**src/rtl/vector_pkg.sv**
```systemverilog
// Shared vector-unit types.
// - fp16_t       : raw IEEE half-precision bit pattern, never interpreted here.
// - valu_op_t    : VALU opcode; VOP_NOP (0) is the idle value on the operand bus.
// - vseq_state_t : valu_sequencer control states.
// - VALU_LATENCY : VALU pipeline depth, default for valu_sequencer.VALU_LAT.
package vector_pkg;

  typedef logic [15:0] fp16_t;

  typedef enum logic [2:0] {
    VOP_NOP = 3'd0,
    VOP_ADD = 3'd1,
    VOP_SUB = 3'd2,
    VOP_MUL = 3'd3,
    VOP_MIN = 3'd4,
    VOP_MAX = 3'd5
  } valu_op_t;

  typedef enum logic [1:0] {
    IDLE  = 2'd0,
    ISSUE = 2'd1,
    DRAIN = 2'd2,
    DONE  = 2'd3
  } vseq_state_t;

  localparam int unsigned VALU_LATENCY = 2;

  // Index width for n elements; never narrower than one bit.
  function automatic int unsigned idx_width(int unsigned n);
    return (n > 1) ? $clog2(n) : 1;
  endfunction

endpackage

```
**src/rtl/valu_lat_pipe.sv**
```systemverilog
// 1-bit valid delay line matching the VALU pipeline depth.
// Ports:
// - clk_i   : clock
// - rst_ni  : asynchronous active-low reset, clears every stage
// - valid_i : operand-valid presented to the VALU this cycle
// - valid_o : valid_i delayed by Lat cycles (a plain wire when Lat == 0)
module valu_lat_pipe #(
  parameter int unsigned Lat = 2
) (
  input  logic clk_i,
  input  logic rst_ni,
  input  logic valid_i,
  output logic valid_o
);

  if (Lat == 0) begin : g_wire
    logic unused_clk_rst;
    assign unused_clk_rst = clk_i ^ rst_ni;
    assign valid_o        = valid_i;
  end else begin : g_pipe
    logic [Lat-1:0] pipe_q;

    always_ff @(posedge clk_i or negedge rst_ni) begin
      if (!rst_ni) begin
        pipe_q <= '0;
      end else begin
        pipe_q[0] <= valid_i;
        for (int unsigned i = 1; i < Lat; i++) begin
          pipe_q[i] <= pipe_q[i-1];
        end
      end
    end

    assign valid_o = pipe_q[Lat-1];
  end

endmodule

```
**src/rtl/valu_sequencer.sv**
```systemverilog
// Issue-side sequencer for the VALU. Accepts one whole-vector operation, streams element
// pairs onto the VALU operand bus one per cycle, collects the in-order result stream after
// the fixed VALU latency and returns the assembled destination vector.
// Ports:
// - CLK, nRST              : clock, asynchronous active-low reset
// - req_valid/req_ready    : request handshake; req_op, req_va, req_vb latched on accept
// - vdat1, vdat2, vop      : VALU operand bus, zero outside ISSUE
// - result                 : VALU result, valid VALU_LAT cycles after its operands
// - rsp_valid/rsp_ready    : response handshake; rsp_vd is the result buffer
// - busy                   : high whenever the sequencer is not IDLE
// Element i of any vector occupies bits [16i+15:16i].
module valu_sequencer
  import vector_pkg::*;
#(
  parameter int unsigned VLEN     = 8,
  parameter int unsigned VALU_LAT = VALU_LATENCY
) (
  input  logic                CLK,
  input  logic                nRST,
  input  logic                req_valid,
  output logic                req_ready,
  input  valu_op_t            req_op,
  input  logic [VLEN*16-1:0]  req_va,
  input  logic [VLEN*16-1:0]  req_vb,
  output fp16_t               vdat1,
  output fp16_t               vdat2,
  output valu_op_t            vop,
  input  fp16_t               result,
  output logic                rsp_valid,
  input  logic                rsp_ready,
  output logic [VLEN*16-1:0]  rsp_vd,
  output logic                busy
);

  localparam int unsigned    IW      = idx_width(VLEN);
  localparam logic [IW-1:0]  LastIdx = IW'(VLEN - 1);

  vseq_state_t             state_q, state_d;
  valu_op_t                op_q;
  logic [VLEN-1:0][15:0]   va_q, vb_q, vd_q;
  logic [IW-1:0]           issue_idx_q, issue_idx_d;
  logic [IW-1:0]           wb_idx_q, wb_idx_d;
  logic                    accept;
  logic                    issue;
  logic                    wb_valid;
  logic                    wb_last;

  // Tracks which cycles carry a real result back from the VALU; results arrive in order so
  // the writeback index alone places them.
  valu_lat_pipe #(
    .Lat (VALU_LAT)
  ) u_lat_pipe (
    .clk_i   (CLK),
    .rst_ni  (nRST),
    .valid_i (issue),
    .valid_o (wb_valid)
  );

  assign accept  = (state_q == IDLE) && req_valid;
  assign issue   = (state_q == ISSUE);
  assign wb_last = wb_valid && (wb_idx_q == LastIdx);
  assign busy    = (state_q != IDLE);
  assign rsp_vd  = vd_q;

  always_comb begin
    state_d     = state_q;
    issue_idx_d = issue_idx_q;
    wb_idx_d    = wb_idx_q;
    req_ready   = 1'b0;
    rsp_valid   = 1'b0;
    vdat1       = '0;
    vdat2       = '0;
    vop         = VOP_NOP;

    // Writeback can complete in any state; the index stops at the last element.
    if (wb_valid && (wb_idx_q != LastIdx)) begin
      wb_idx_d = wb_idx_q + 1'b1;
    end

    unique case (state_q)
      IDLE: begin
        req_ready = 1'b1;
        if (req_valid) begin
          state_d     = ISSUE;
          issue_idx_d = '0;
          wb_idx_d    = '0;
        end
      end
      ISSUE: begin
        vdat1 = va_q[issue_idx_q];
        vdat2 = vb_q[issue_idx_q];
        vop   = op_q;
        if (issue_idx_q == LastIdx) begin
          // With a combinational VALU the last result is captured in this same cycle.
          state_d = (VALU_LAT > 0) ? DRAIN : DONE;
        end else begin
          issue_idx_d = issue_idx_q + 1'b1;
        end
      end
      DRAIN: begin
        if (wb_last) begin
          state_d = DONE;
        end
      end
      DONE: begin
        rsp_valid = 1'b1;
        if (rsp_ready) begin
          state_d = IDLE;
        end
      end
      default: begin
        state_d = IDLE;
      end
    endcase
  end

  always_ff @(posedge CLK or negedge nRST) begin
    if (!nRST) begin
      state_q     <= IDLE;
      op_q        <= VOP_NOP;
      va_q        <= '0;
      vb_q        <= '0;
      vd_q        <= '0;
      issue_idx_q <= '0;
      wb_idx_q    <= '0;
    end else begin
      state_q     <= state_d;
      issue_idx_q <= issue_idx_d;
      wb_idx_q    <= wb_idx_d;
      if (accept) begin
        op_q <= req_op;
        va_q <= req_va;
        vb_q <= req_vb;
      end
      // The buffer is not cleared per operation: rsp_vd keeps the last vector until
      // the next operation overwrites it element by element.
      if (wb_valid) begin
        vd_q[wb_idx_q] <= result;
      end
    end
  end

endmodule
```
**config.mk**
```make
export PLATFORM = sky130hd
export DESIGN_NAME = valu_sequencer
export DESIGN_NICKNAME = d
export VERILOG_FILES = /design/src/rtl/vector_pkg.sv /design/src/rtl/valu_lat_pipe.sv /design/src/rtl/valu_sequencer.sv
export SDC_FILE = /design/constraint.sdc
export NUM_CORES = 1
export LEC_CHECK = 0
export CORE_MARGIN = 2
export CORE_UTILIZATION = 31
export DETAILED_ROUTE_END_ITERATION = 6
export PLACE_DENSITY = 0.57
export SYNTH_ARGS = -nofsm -noshare
export SYNTH_HDL_FRONTEND = slang
export SYNTH_SLANG_ARGS = --single-unit
export TNS_END_PERCENT = 10
```
**constraint.sdc**
```tcl
create_clock -name CLK -period 3.6 [get_ports CLK]
set_input_delay 0.72 -clock CLK [delete_from_list [all_inputs] [get_ports CLK]]
set_output_delay 0.72 -clock CLK [all_outputs]
set_load 0.005 [all_outputs]
```
==> results of run 1 <==
==> power groups by stage <==
stage / clock network, mW / registers (mW) / logic, mW
detailed placement: 0 / 8.26 / 7.95
finish: 5.07 / 8.18 / 7.88
global placement: 0 / 8.23 / 7.80
CTS: 5.24 / 8.21 / 7.99
global route: 5.40 / 8.49 / 8.51
floorplan: 0 / 7.69 / 4.77
==> kinds of logic (layout without fill, tap and decap cells) <==
kind of cell             Yosys count  count (layout)  synth area share
buffers and inverters             67             565            0.0259
adder cells (fa/ha/maj)            8               8           0.00585
AND/OR/NAND/NOR                   56              56            0.0192
other                              0               5                 0
AO/OA/AOI/OAI                      9               9           0.00344
flip-flops                       397             397             0.581
multiplexers                     487             487             0.364
XOR/XNOR                           1               1          0.000512
==> cells in the mapped netlist, drive strengths merged <==
cell,count
dfrtp,397
mux2,388
mux4,64
buf,55
mux2i,35
nor2,35
ha,8
clkbuf,7
nand2,5
and2,4
inv,4
o21ai,4
nand4b,3
a22oi,2
nand2b,2
nor2b,2
nor3,2
nor3b,2
a21oi,1
clkinv,1
nand4,1
o221ai,1
o32a,1
xnor2,1
==> cell type report <==
class / instances / area [um2] / share of cell area
flip-flops and latches: 397 / 9940 / 0.412
multi-input cells: 561 / 6740 / 0.279
repair buffers: 475 / 4890 / 0.203
clock buffers: 65 / 1380 / 0.0570
well taps: 704 / 881 / 0.0365
clock inverters: 20 / 283 / 0.0117
inverters: 5 / 18.8 / 0.000777
diodes: 5 / 12.5 / 0.000518
==> metrics by stage <==
step | hold slack, ns | std cells | util
after floorplan | 0.331 | 1025 | -
after global placement | 0.336 | 2141 | 0.409
after detailed placement | 0.343 | 2141 | 0.409
after CTS | 0.156 | 2226 | 0.439
after global routing | 0.185 | 2229 | 0.440
final | 0.174 | 2232 | 0.440
==> worst min path at each step <==
stage                                startpoint                          end  slack, ns
floorplan           u_lat_pipe.g_pipe.pipe_q[0]  u_lat_pipe.g_pipe.pipe_q[1]       0.33
global placement    u_lat_pipe.g_pipe.pipe_q[0]  u_lat_pipe.g_pipe.pipe_q[1]       0.34
detailed placement  u_lat_pipe.g_pipe.pipe_q[0]  u_lat_pipe.g_pipe.pipe_q[1]       0.34
CTS                                        nRST  u_lat_pipe.g_pipe.pipe_q[1]       0.16
global route                               nRST  u_lat_pipe.g_pipe.pipe_q[1]       0.19
finish                                     nRST                   rsp_vd[91]       0.17
==> critical path: stages (launching register included) <==
cell	delay, ns
dfrtp_4	0.58
buf_12	0.26
mux4_2	0.59
mux2i_1	0.18
nor2_1	0.08
clkdlybuf4s50_1	0.47
==> what timing repair did <==
| action | in CTS | in global routing |
|---|---|---|
| setup buffers | 0 | 0 |
| endpoints found under the setup margin | 0 | 10 |
| gates resized for setup | 0 | 1 |
| endpoints found under the hold margin | 0 | 0 |
==> state kept, by name, indices dropped and copies added (netlist names) <==
name,cells
wb_idx_q,3
issue_idx_q,3
rsp_vd,128
vb_q,128
u_lat_pipe.g_pipe.pipe_q,2
state_q,2
op_q,3
va_q,128
==> routing by layer <==
layer / wire length, um / vias up
li1: - / 4688
met1: 20800 / 5471
met2: 23000 / 319
met3: 3880 / 92
met4: 1190 / 16
met5: 91 / -
==> results.md, run 1 <==
- Status: finished clean
- # DRC: 0
- Reg power frac: 0.387
- Internal power: 15.2 mW
- R2R Path Start: state_q[0]
- Final Max Tran Viols: 0
- I/O pin count: 445
- Setup TNS: 0 ns
- Synthesized Nets: 1312
- First-pass GRT wire length: 72800 um
- Largest net degree at the start of global routing: 71
- Switch Pwr: 5.95 mW
- RR Endpoint: va_q[50]
- # fillers: 4955
- Comb pwr share: 0.373
- Clk_lat worst skew: 0.57 ns
- Clock slew seen by the registers of the worst setup and hold paths: 0.06 ns
- CTS tree: done
- Top Usage Layer GRT: met2
- Remaining antenna violation count: 0
- Critical path class: reg -> out
- Total grt overflow: 0
- Root Driver: clkbuf_16
- Via/cell ratio: 4.74
- Clock Path Buffers: 3
- Switching part of the total power: 0.282
- Most common cell after layout, fill and taps aside: clkdlybuf4s50_1
- Leakage: 9.78 nW
- Mapped cell area: 0.0171 mm2
- Height of the die: 239 um
- Number of global-route vias before repair: 11.4k
- Met3 GRT Util: 0.0567
- Pwr Total: 21.1 mW
- Initial drt markers: 363
- Initial antenna violation count: 14
- Pre-CTS setup slack: 0.639 ns
- Met1 Usage GRT: 0.216
- CP Data Arrival Time: 2.76 ns
- Worst hold path type: in -> async
- Routability cong.: 0.787
- Fin. Hold Viols: 0
- Rows: 86
- Final net count: 1774
- Post-detail-place hpwl: 35300 um
- Worst reg-to-reg setup slack: 1.14 ns
- H-tree levels: 2
- CP Capture Type: primary output
- Period utilization: 0.968
- Wire per inst: 22.0 um
- Yosys cell types: 31
- Depth of the worst register-to-register path: 5
- Synth top area cells: dfrtp_1 58%, mux2_2 24%, mux4_2 8.4%, mux2i_1 2.0%, mux2_4 1.8%
- Initial Utilization: 0.312
- Unrepaired setup endpoints after global routing: false
- Critical path endpoint: vdat1[7]
- Yosys warnings: 0
- Slew @ Worst Pin: 1.05 ns
- Hold buffer count at cts: 0
- Pwr Density: 875 mW/mm2
- Cells after synthesis: 1025
- Placed cell area: 0.0224 mm2
- Peak supply drop: 0.421 mV
- Final Instance Area: 0.0241 mm2
- Proportion of layout cells with a drive suffix above 1: 0.378
- Core Area: 0.0549 mm2
- Crit-path max FO: 22
- Post-Synthesis Mean Instance Area: 16.7 um2
- Tot GR Track Use: 0.170
- Drt total wl: 49000 um
- DIE WIDTH: 239 um
- Clock Skew: 0.0145 ns
- IO buf count: 444
- DR pass1 iterations: 5
- # setup viols final: 0
- Synth top area share: 0.581
- Clock Sinks: 397
- P&R area growth vs syn: 41.1%
- Seq cells post-synth: 397
- Crit. Startpoint: issue_idx_q[1]
- Largest area contributor in the netlist: dfrtp_1
- Max-Slew Margin vs Limit: 0.299
- Die area: 0.0571 mm2
- Critical path startpoint category: flip-flop
- Commonest non-fill, non-tap cells in the layout: 443 x clkdlybuf4s50_1, 394 x dfrtp_1, 368 x mux2_2
- Fmax: 0.287 GHz
- Clock power share: 0.240
- Fin crit period: 3.48 ns
- Met2 capacity usage during global routing: 0.275
- Num CTS Buffers: 47
- Via count: 10.6k
- Register area share after synthesis: 0.581
- WP data required: 2.88 ns
- Setup WS post-layout: 0.117 ns
- MaxCap Viol Count: 0
Power figures use the tool's default switching activity.
==> run 2, diff against run 1 <==
--- a/config.mk
+++ b/config.mk
@@ -5,10 +5,11 @@
 export SDC_FILE = /design/constraint.sdc
 export NUM_CORES = 1
 export LEC_CHECK = 0
+export CAP_MARGIN = 20
 export CORE_MARGIN = 2
-export CORE_UTILIZATION = 31
+export CORE_UTILIZATION = 53
 export DETAILED_ROUTE_END_ITERATION = 6
-export PLACE_DENSITY = 0.57
+export PLACE_DENSITY = 0.88
 export SYNTH_ARGS = -nofsm -noshare
 export SYNTH_HDL_FRONTEND = slang
 export SYNTH_SLANG_ARGS = --single-unit
==> results.md, run 2 (same netlist as run 1, synthesis figures left out) <==
- CP Capture Type: primary output (unchanged)
- H-tree levels: 2 (unchanged)
- Commonest non-fill, non-tap cells in the layout: 443 x clkdlybuf4s50_1, 394 x dfrtp_1, 368 x mux2_2 (unchanged)
- CP Data Arrival Time: 2.69 ns (was 2.76 ns)
- Post-CTS Setup Bufs: 0 (unchanged)
- Max-Slew Margin vs Limit: 0.308 (was 0.299)
- Root Driver: clkbuf_16 (unchanged)
- Clk_lat worst skew: 0.54 ns (was 0.57 ns)
- Period utilization: 0.947 (was 0.968)
- Dpl cells: 1832 (was 2141)
- Via/cell ratio: 5.72 (was 4.74)
- Routability cong.: 0.898 (was 0.787)
- Pwr Density: 874 mW/mm2 (was 875 mW/mm2)
- Initial drt markers: 617 (was 363)
- # DRC: 0 (unchanged)
- Fin crit period: 3.41 ns (was 3.48 ns)
- Clock Skew: 0.0121 ns (was 0.0145 ns)
- Leakage: 9.63 nW (was 9.78 nW)
- Num CTS Buffers: 42 (was 47)
- First-pass GRT wire length: 69500 um (was 72800 um)
- Drt total wl: 46100 um (was 49000 um)
- Worst path max stage delay: 0.67 ns (was 0.59 ns)
- Bufs and invs on worst path: 2 (unchanged)
- Remaining antenna violation count: 0 (unchanged)
- Peak supply drop: 0.584 mV (was 0.421 mV)
- Clock Path Buffers: 3 (unchanged)
- MaxCap Viol Count: 0 (unchanged)
- Hold buffer count at cts: 0 (unchanged)
- Height of the die: 184 um (was 239 um)
- IO buf count: 444 (unchanged)
- Core Area: 0.0316 mm2 (was 0.0549 mm2)
- CTS tree: done (unchanged)
- Largest net degree at the start of global routing: 91 (was 71)
- DIE WIDTH: 184 um (was 239 um)
- Die area: 0.0337 mm2 (was 0.0571 mm2)
- Final net count: 1768 (was 1774)
- Final Max Tran Viols: 0 (unchanged)
- Total grt overflow: 0 (unchanged)
- Number of global-route vias before repair: 11.6k (was 11.4k)
- Initial Utilization: 0.541 (was 0.312)
- # setup viols final: 0 (unchanged)
- Clock Sinks: 397 (unchanged)
- CP top delay family: buffers and inverters (was multiplexers)
- Clock slew seen by the registers of the worst setup and hold paths: 0.06 ns (about the same)
- Fin. Hold Viols: 0 (unchanged)
- Critical path startpoint category: flip-flop (unchanged)
- DR pass1 iterations: 4 (was 5)
- R2R Path Start: state_q[1] (was state_q[0])
- Critical path class: reg -> out (unchanged)
- Rows: 65 (was 86)
- Crit-path max FO: 25 (was 22)
- Wire per inst: 24.0 um (was 22.0 um)
- Fin cells: 1925 (was 2232)
- Unrepaired setup endpoints after global routing: false (unchanged)
- Status: finished clean (unchanged)
- P&R area growth vs syn: 37.0% (was 41.1%)
- Tot GR Track Use: 0.271 (was 0.170)
- Slowest cell on the critical path: dfrtp_4 (was mux4_2)
- Worst hold path type: in -> async (unchanged)
- Via count: 11.0k (was 10.6k)
- Slew @ Worst Pin: 1.03 ns (was 1.05 ns)
- Setup TNS: 0 ns (unchanged)
- Initial antenna violation count: 14 (unchanged)
- I/O pin count: 445 (unchanged)
- WP data required: 2.88 ns (about the same)
- Most common cell after layout, fill and taps aside: clkdlybuf4s50_1 (unchanged)
- Proportion of layout cells with a drive suffix above 1: 0.374 (was 0.378)
- Post-detail-place hpwl: 33000 um (was 35300 um)
- Fmax: 0.293 GHz (was 0.287 GHz)
- # resized after CTS: 0 (unchanged)
- Critical-path cell list: buf_4 > mux4_2 > mux2i_1 > nor2_1 > clkdlybuf4s50_1 (was buf_12 > mux4_2 > mux2i_1 > nor2_1 > clkdlybuf4s50_1)
- Crit. Startpoint: issue_idx_q[2] (was issue_idx_q[1])
[run 2: worst register-to-register path, stage by stage (launching register included)]
cell and delay, ns:
dfrtp_1 0.39, inv_1 0.07, ha_1 0.25, clkinv_1 0.10
buf_4 0.41, o221ai_1 0.24, a21oi_1 0.20, mux2_2 0.36
[run 2: area by class of cell]
cell class | count | area (um2)
antenna | 10 | 25.0
multi-input combinational | 561 | 6740
sequential | 397 | 9940
timing repair buffer | 474 | 4800
clock inverter | 14 | 143
clock buffer | 62 | 1280
tap | 402 | 503
inverter | 5 | 18.8
fill | 1947 | 8190
[run 2: worst paths after layout]
| check | cells past startpoint | endpoint | slack, ns |
|---|---|---|---|
| max | 5 | vdat2[6] | 0.19 |
| min | 1 | va_q[38] | 0.20 |
| max reg2reg | 7 | state_q[1] | 1.46 |
| min reg2reg | 0 | u_lat_pipe.g_pipe.pipe_q[1] | 0.36 |
| max in group asynchronous | 2 | rsp_vd[54] | 2.46 |
| min in group CLK | 0 | u_lat_pipe.g_pipe.pipe_q[1] | 0.36 |
[run 2: report_power, final]
| group | switching (mW) | internal, mW | total [mW] |
|---|---|---|---|
| combinational | 2.62 | 5.20 | 7.82 |
| sequential | 1.51 | 6.76 | 8.27 |
| clock | 1.79 | 2.61 | 4.40 |
[run 2: per-layer routing]
metal / up-vias / wire length, um / GRT usage
met2: 485 / 22400 / 0.435
met1: 5728 / 18000 / 0.351
met5: - / 38 / 0
met4: 6 / 1610 / 0.115
met3: 102 / 4040 / 0.0743
li1: 4686 / - / -
[run 2: metrics by stage]
stage / power, mW / setup WS (ns) / utilization / instance area [um2] / hold WS (ns)
5_1_grt: 21.5 / 0.0819 / 0.741 / 23400 / 0.246
6_report: 20.5 / 0.190 / 0.741 / 23400 / 0.200
4_1_cts: 20.5 / 0.0292 / 0.739 / 23400 / 0.209
2_1_floorplan: 12.5 / 1.45 / - / 17100 / 0.331
3_5_place_dp: 16.0 / 0.619 / 0.694 / 21900 / 0.339
3_3_place_gp: 15.7 / 0.650 / 0.694 / 21900 / 0.335
